## src/rtl/reg_file_pkg.sv

```systemverilog
// Shared types and helpers for the register-file access path.
package reg_file_pkg;

  localparam int unsigned RF_WORD_W = 32;
  localparam int unsigned RF_BE_W   = 4;

  typedef logic [RF_WORD_W-1:0] rf_word_t;
  typedef logic [RF_BE_W-1:0]   rf_be_t;

  typedef enum logic {
    OP_READ  = 1'b0,
    OP_WRITE = 1'b1
  } rf_op_e;

  function automatic int unsigned word_addr_width(input int unsigned byte_aw);
    return byte_aw - 2;
  endfunction

endpackage

```

## src/rtl/reg_file_access_ctrl_rr_arbiter.sv

```systemverilog
// Round-robin arbiter with a combinational grant; RF_CTRL_FIXED_PRIO_EN
// swaps it for fixed lowest-index-wins priority with no pointer state.
module rr_arbiter #(
  parameter  int unsigned NUM_REQ = 2,
  localparam int unsigned IDW     = (NUM_REQ > 1) ? $clog2(NUM_REQ) : 1
) (
  input  logic               clk,
  input  logic               rst_n,
  input  logic [NUM_REQ-1:0] req_i,
  input  logic               advance_i,
  output logic [NUM_REQ-1:0] grant_o,
  output logic [IDW-1:0]     grant_idx_o
);

`ifdef RF_CTRL_FIXED_PRIO_EN

  logic unused_sigs;
  assign unused_sigs = ^{clk, rst_n, advance_i};

  always_comb begin
    logic found;
    found       = 1'b0;
    grant_o     = '0;
    grant_idx_o = '0;
    for (int unsigned i = 0; i < NUM_REQ; i++) begin
      if (!found && req_i[i]) begin
        found       = 1'b1;
        grant_o[i]  = 1'b1;
        grant_idx_o = IDW'(i);
      end
    end
  end

`else

  logic [IDW-1:0] ptr_q, ptr_d;

  // Scan starts at the pointer and wraps, so the most recent winner ends up last.
  always_comb begin
    logic        found;
    int unsigned idx;
    found       = 1'b0;
    idx         = 0;
    grant_o     = '0;
    grant_idx_o = '0;
    for (int unsigned k = 0; k < NUM_REQ; k++) begin
      idx = int'(ptr_q) + k;
      if (idx >= NUM_REQ) idx = idx - NUM_REQ;
      if (!found && req_i[idx]) begin
        found        = 1'b1;
        grant_o[idx] = 1'b1;
        grant_idx_o  = IDW'(idx);
      end
    end
  end

  always_comb begin
    ptr_d = ptr_q;
    if (advance_i) begin
      if (grant_idx_o == IDW'(NUM_REQ - 1)) ptr_d = '0;
      else                                  ptr_d = grant_idx_o + 1'b1;
    end
  end

  always_ff @(posedge clk or negedge rst_n) begin
    if (!rst_n) ptr_q <= '0;
    else        ptr_q <= ptr_d;
  end

`endif

endmodule

```

## src/rtl/reg_file_access_ctrl.sv

```systemverilog
// Shares register-file read port 0 and the write port among NUM_REQ requesters.
// Optional macro RF_CTRL_FIXED_PRIO_EN selects fixed priority instead of round-robin.
module reg_file_access_ctrl
  import reg_file_pkg::*;
#(
  parameter int unsigned BYTE_ADDR_WIDTH = 6,
  parameter int unsigned NUM_REQ         = 2,
  localparam int unsigned WA             = word_addr_width(BYTE_ADDR_WIDTH)
) (
  input  logic                         clk,
  input  logic                         rst_n,
  input  logic [NUM_REQ-1:0]           req_valid,
  output logic [NUM_REQ-1:0]           req_ready,
  input  logic [NUM_REQ-1:0]           req_we,
  input  logic [NUM_REQ*WA-1:0]        req_addr,
  input  logic [NUM_REQ*RF_BE_W-1:0]   req_byte_en,
  input  logic [NUM_REQ*RF_WORD_W-1:0] req_wdata,
  output logic [NUM_REQ-1:0]           rsp_valid,
  output rf_word_t                     rsp_rdata,
  output logic                         rf_rd_en,
  output logic [WA-1:0]                rf_rd_addr,
  input  rf_word_t                     rf_rd_data,
  output logic                         rf_wr_en,
  output logic [WA-1:0]                rf_wr_addr,
  output rf_be_t                       rf_byte_en,
  output rf_word_t                     rf_wr_data
);

  localparam int unsigned IDW = (NUM_REQ > 1) ? $clog2(NUM_REQ) : 1;

  logic [NUM_REQ-1:0] grant;
  logic [IDW-1:0]     gidx;
  logic               gnt_any;
  rf_op_e             gnt_op;
  logic [WA-1:0]      gnt_addr;
  rf_be_t             gnt_be;
  rf_word_t           gnt_wdata;

  logic           rsp_pending_q, rsp_pending_d;
  logic [IDW-1:0] rsp_id_q, rsp_id_d;
  logic           rsp_is_read_q, rsp_is_read_d;

  assign gnt_any   = |grant;
  assign req_ready = grant;

  rr_arbiter #(
    .NUM_REQ (NUM_REQ)
  ) u_arb (
    .clk         (clk),
    .rst_n       (rst_n),
    .req_i       (req_valid),
    .advance_i   (gnt_any),
    .grant_o     (grant),
    .grant_idx_o (gidx)
  );

  // Each register-file field is driven only for its own operation, else held at 0.
  always_comb begin
    gnt_op     = rf_op_e'(req_we[gidx]);
    gnt_addr   = req_addr[gidx*WA +: WA];
    gnt_be     = req_byte_en[gidx*RF_BE_W +: RF_BE_W];
    gnt_wdata  = req_wdata[gidx*RF_WORD_W +: RF_WORD_W];
    rf_rd_en   = gnt_any && (gnt_op == OP_READ);
    rf_wr_en   = gnt_any && (gnt_op == OP_WRITE);
    rf_rd_addr = rf_rd_en ? gnt_addr : '0;
    rf_wr_addr = rf_wr_en ? gnt_addr : '0;
    rf_byte_en = rf_wr_en ? gnt_be : '0;
    rf_wr_data = rf_wr_en ? gnt_wdata : '0;
  end

  always_comb begin
    rsp_pending_d = gnt_any;
    rsp_id_d      = gidx;
    rsp_is_read_d = rf_rd_en;
  end

  always_ff @(posedge clk or negedge rst_n) begin
    if (!rst_n) begin
      rsp_pending_q <= 1'b0;
      rsp_id_q      <= '0;
      rsp_is_read_q <= 1'b0;
    end else begin
      rsp_pending_q <= rsp_pending_d;
      rsp_id_q      <= rsp_id_d;
      rsp_is_read_q <= rsp_is_read_d;
    end
  end

  always_comb begin
    rsp_valid = '0;
    if (rsp_pending_q) rsp_valid[rsp_id_q] = 1'b1;
  end

  assign rsp_rdata = (rsp_pending_q && rsp_is_read_q) ? rf_rd_data : '0;

endmodule
```

## config.mk

```make
export PLATFORM = sky130hd
export DESIGN_NAME = reg_file_access_ctrl
export DESIGN_NICKNAME = d
export VERILOG_FILES = /design/src/rtl/reg_file_pkg.sv /design/src/rtl/reg_file_access_ctrl_rr_arbiter.sv /design/src/rtl/reg_file_access_ctrl.sv
export SDC_FILE = /design/constraint.sdc
export NUM_CORES = 1
export LEC_CHECK = 0
export ABC_AREA = 1
export CAP_MARGIN = 10
export CORE_MARGIN = 3
export CORE_UTILIZATION = 24
export DETAILED_ROUTE_END_ITERATION = 8
export PLACE_DENSITY = 0.84
export SYNTH_ARGS = -nofsm -noshare
export SYNTH_HDL_FRONTEND = slang
export SYNTH_HIERARCHICAL = 1
export SYNTH_SLANG_ARGS = --single-unit
```

## constraint.sdc

```tcl
create_clock -name clk -period 2 [get_ports clk]
set_clock_uncertainty 0.1 [all_clocks]
set_input_delay 0.2 -clock clk [delete_from_list [all_inputs] [get_ports clk]]
set_output_delay 0.2 -clock clk [all_outputs]
set_load 0.03 [all_outputs]
```

# Word-level counts from Yosys, hierarchy flattened
# Cells that the tools add are included.
# Widths: inputs -> output; s select.
# word_totals
reg_bits,4
input_bits,118
out_inout_bits,82
word_cells,57
# classes
add_sub_neg,4
mux,26
n_lt_le_gt_ge,9
n_bitwise,2
reduce_logical,9
shifts,3
# op_table
cell,count
$mux 32,4
$ge 32x1->1 const B,2
$lt 32x2->1 const B,2
$shiftx 64x7->32,1
$ge 32x2->1 const B,1
$sub 32x2->32 const B,1
$shiftx 8x4->4,2
$mux 1,13
$mux 4,3
$logic_and 1x1->1,7
$mux 2,3
$lt 1x2->1 const B,2
$demux 1 s1,3
$sub 1x2->3 const B,1
$add 1x1->2 const B,1
$ge 1x2->1 const B,1
$or 2x2->2,1
$reduce_or 2->1,1
$add 1x1->1 const B,1
$ge 1x1->1 const B,1
$logic_not 1->1,1
$not 1->1,1

# Longest topological paths before layout
# depth
ltp_word,13
depth_mapped,11
mapped_depth_nobuf,9

# By module
# The synthesis kept the hierarchy.
# by_module_without_submodules
module,area_per_inst_um2,cells_per_inst,instances,seq_area_each_um2
reg_file_access_ctrl,1311.3,262,1,75.1
rr_arbiter,71.3,12,1,25.0

# Least setup slack after synthesis
# No wires, ideal clock.
# synth_timing
kind,register to output
startpoint,register (tool-made name)
endpoint,output port rf_wr_data[22]
slack_ns,0.146
arrival_ns,1.554
required_ns,1.700
stages_incl_launch_ff,9
path_cell_list,dfrtp_1 -> inv_1 -> nand2_1 -> nand2_1 -> inv_1 -> nand2_1 -> nand2_4 -> buf_6 -> nor2_1
# synth_lines
element,line,text
to (decl),reg_file_access_ctrl.sv:26,output rf_word_t rf_wr_data

==> out/summary.txt <==
Vias in the first global route = 2074
Setup WS post-layout = -0.0248 ns
Worst-Skew Late Latency = 0.21 ns
Dpl cells = 543
DR vias = 2396
Max_cap viols = 0
Initial antenna violation count = 0
Critical path class = register to output port
Pre-CTS WS = -0.107 ns
Seq cells post-synth = 4
Max-slew violation count = 0
Share of layout cells above drive strength 1 = 40.2%
Dominant cells by area after synthesis = nand2_1 (23%), nor2_2 (14%), nor2_1 (13%)
FP Rows = 27
WHS = 0.0943 ns
Post-layout min period = 2.02 ns
Slowest-stage cell, CP = dfrtp_1
Tot GR Track Use = 17.5%
# clock sinks = 4
Met2 usage = 34.5%
Core area = 5540 sq um
Final HPWL DP = 5.47 mm
LEAKAGE = 2.01 nW
Largest net degree at the start of global routing = 28
Register area share after synthesis = 7.24%
HP Class = input port to async pin
RePlAce Congestion = 0.755
Die ar. = 6710 sq um
TritonCTS Buffers = 3
CP Cell Sequence = inv_2 -> nand2_2 -> nand2_2 -> clkinvlp_4 -> clkinv_4 -> buf_12 -> buf_8 -> nand2_1 -> and2_0 -> nor2_2 -> buf_6
Pwr Density = 493 nW/um^2
RSZ-0062 raised after global routing = true
Worst Path Arrival = 1.72 ns
Cts hold-fix bufs = 0
ANT nets after route = 0
Final Util = 73.6%
Syn Nets = 392
Slew HR = 68.4%
Die width = 81.9 um
Ports = 200
Vias per cell = 4.28
Busiest layer in global routing = met2
DRT iter0 DRCs = 29
Synth warnings = 6
Storage cell area = 100 sq um
Max clock buf depth = 2
Slowest stage delay, CP = 0.36 ns
Setup violators final = 4
# fillers = 403
First-pass GRT wire length = 9.35 mm
Worst-path fanout max = 7
Cell Area, Synth = 1380 sq um
Root Driver = clkbuf_8
Max VDD drop = 257 uV
Post-Layout Cell Count = 560
Nets = 608
CP Capture Type = output port
Most frequent CP cell = nand2_2
Area Overhead vs Synth = 195%
Port Buffers = 199
WL final = 7.50 mm
Reg clk slew, reported paths = 0.03 ns
CTS tree = done
H-tree levels = 1
Startpoint types = register
Outcome = complete, but fails checks
# diodes = 0
Area leader, netlist = nand2_1
Area of the multi-input gates = 1270 sq um
Tcrit/Tclk final = 101%
Top-area cell type share of the netlist area = 23.1%
WP data required = 1.70 ns
Failing checks = setup timing
Remaining global-route overflow = 0
Met3 usage = 6.03%
Max Freq = 0.494 GHz
WL/cell = 13.4 um
Final hold vios = 0
# DRC = 0
Library cells used by synthesis = 16
Die Ht = 81.9 um
Avg Cell Area, Syn = 5.05 sq um
Number of iterations in the first detailed-routing pass = 4
Grt met1 use = 17.0%
Initial Util = 25.0%
Slew of the pin with the lowest slew margin = 0.473 ns
Design Power = 0.00201 W
Synth Instances = 274
[metal layers]
metal	up-vias	routed length, um
met3	12	858
met4	0	99
met2	121	4220
met5	-	0
met1	1066	2320
li1	1197	-
[synthesized netlist by cell type (all sizes together)]
cell type,n
dfrtp,4
nand3,1
o21ai,4
buf,12
nand2,89
inv,47
clkbuf,3
nor2,77
or2,1
and2,36
[cell type report]
cell class / count / area share [%]
inverter: 47 / 4.54
multi-input combinational: 209 / 31.2
timing repair buffer: 225 / 58.6
clock buffer: 3 / 1.01
tap: 72 / 2.21
sequential: 4 / 2.45
[worst max-delay path: cells and delay by family (launching register included)]
| kind | cells | cell delay [ns] |
|---|---|---|
| flops | 1 | 0.36 |
| buf+inv | 6 | 0.65 |
| simple gates | 5 | 0.48 |
[cell usage in the layout, fill, tap and decap left out, drive strengths merged]
master and n:
clkdlybuf4s50 118, buf 101, nand2 90, nor2 77
inv 45, and2 36, clkbuf 7, dfrtp 4
o21ai 4, dlygate4sd2 2, clkinv 1, nand3 1
clkinvlp 1, or2 1
[repair_timing]
item | CTS | global route
endpoints found under the setup margin | 46 | 46
resized for setup | 57 | 108
cloned | 2 | 6
setup buffers | 6 | 0
pin swaps | 4 | 26
[cells by family (layout without fill, tap and decap cells)]
logic type	after synthesis	in the layout	synth area share, %
buffers and inverters	62	275	22.6
AO/OA/AOI/OAI	4	4	1.45
flip-flops	4	4	7.24
AND/OR/NAND/NOR	204	205	68.7
[through the flow]
stage          setup TNS [ns]  instance area, sq um
3_5_place_dp            -2.68                  3330
6_report              -0.0299                  4080
4_1_cts                -0.230                  3620
3_3_place_gp           -0.912                  3330
2_1_floorplan               0                  1380
5_1_grt                 -3.17                  4080
[worst paths after layout]
| path | from | endpoint | slack [ns] | cells after the start |
|---|---|---|---|---|
| worst max-delay path | register | rf_wr_data[20] | -0.02 | 11 |
| worst min-delay path | rst_n | async pin | 0.09 | 1 |
| worst max register to register | register | register | 0.48 | 10 |
| worst min register to register | register | register | 0.60 | 4 |
| max in group asynchronous | rst_n | rsp_is_read_q | 1.53 | 1 |
| min in group clk | req_valid[1] | register | 0.49 | 5 |
[where the power goes]
group          internal (W)  switching [W]  leakage, nW
sequential        0.0000942     0.00000574       0.0471
combinational      0.000865       0.000880         1.94
clock              0.000128      0.0000397       0.0216
total               0.00109       0.000925         2.01
Note: power is estimated with default switching activity, not from simulation.
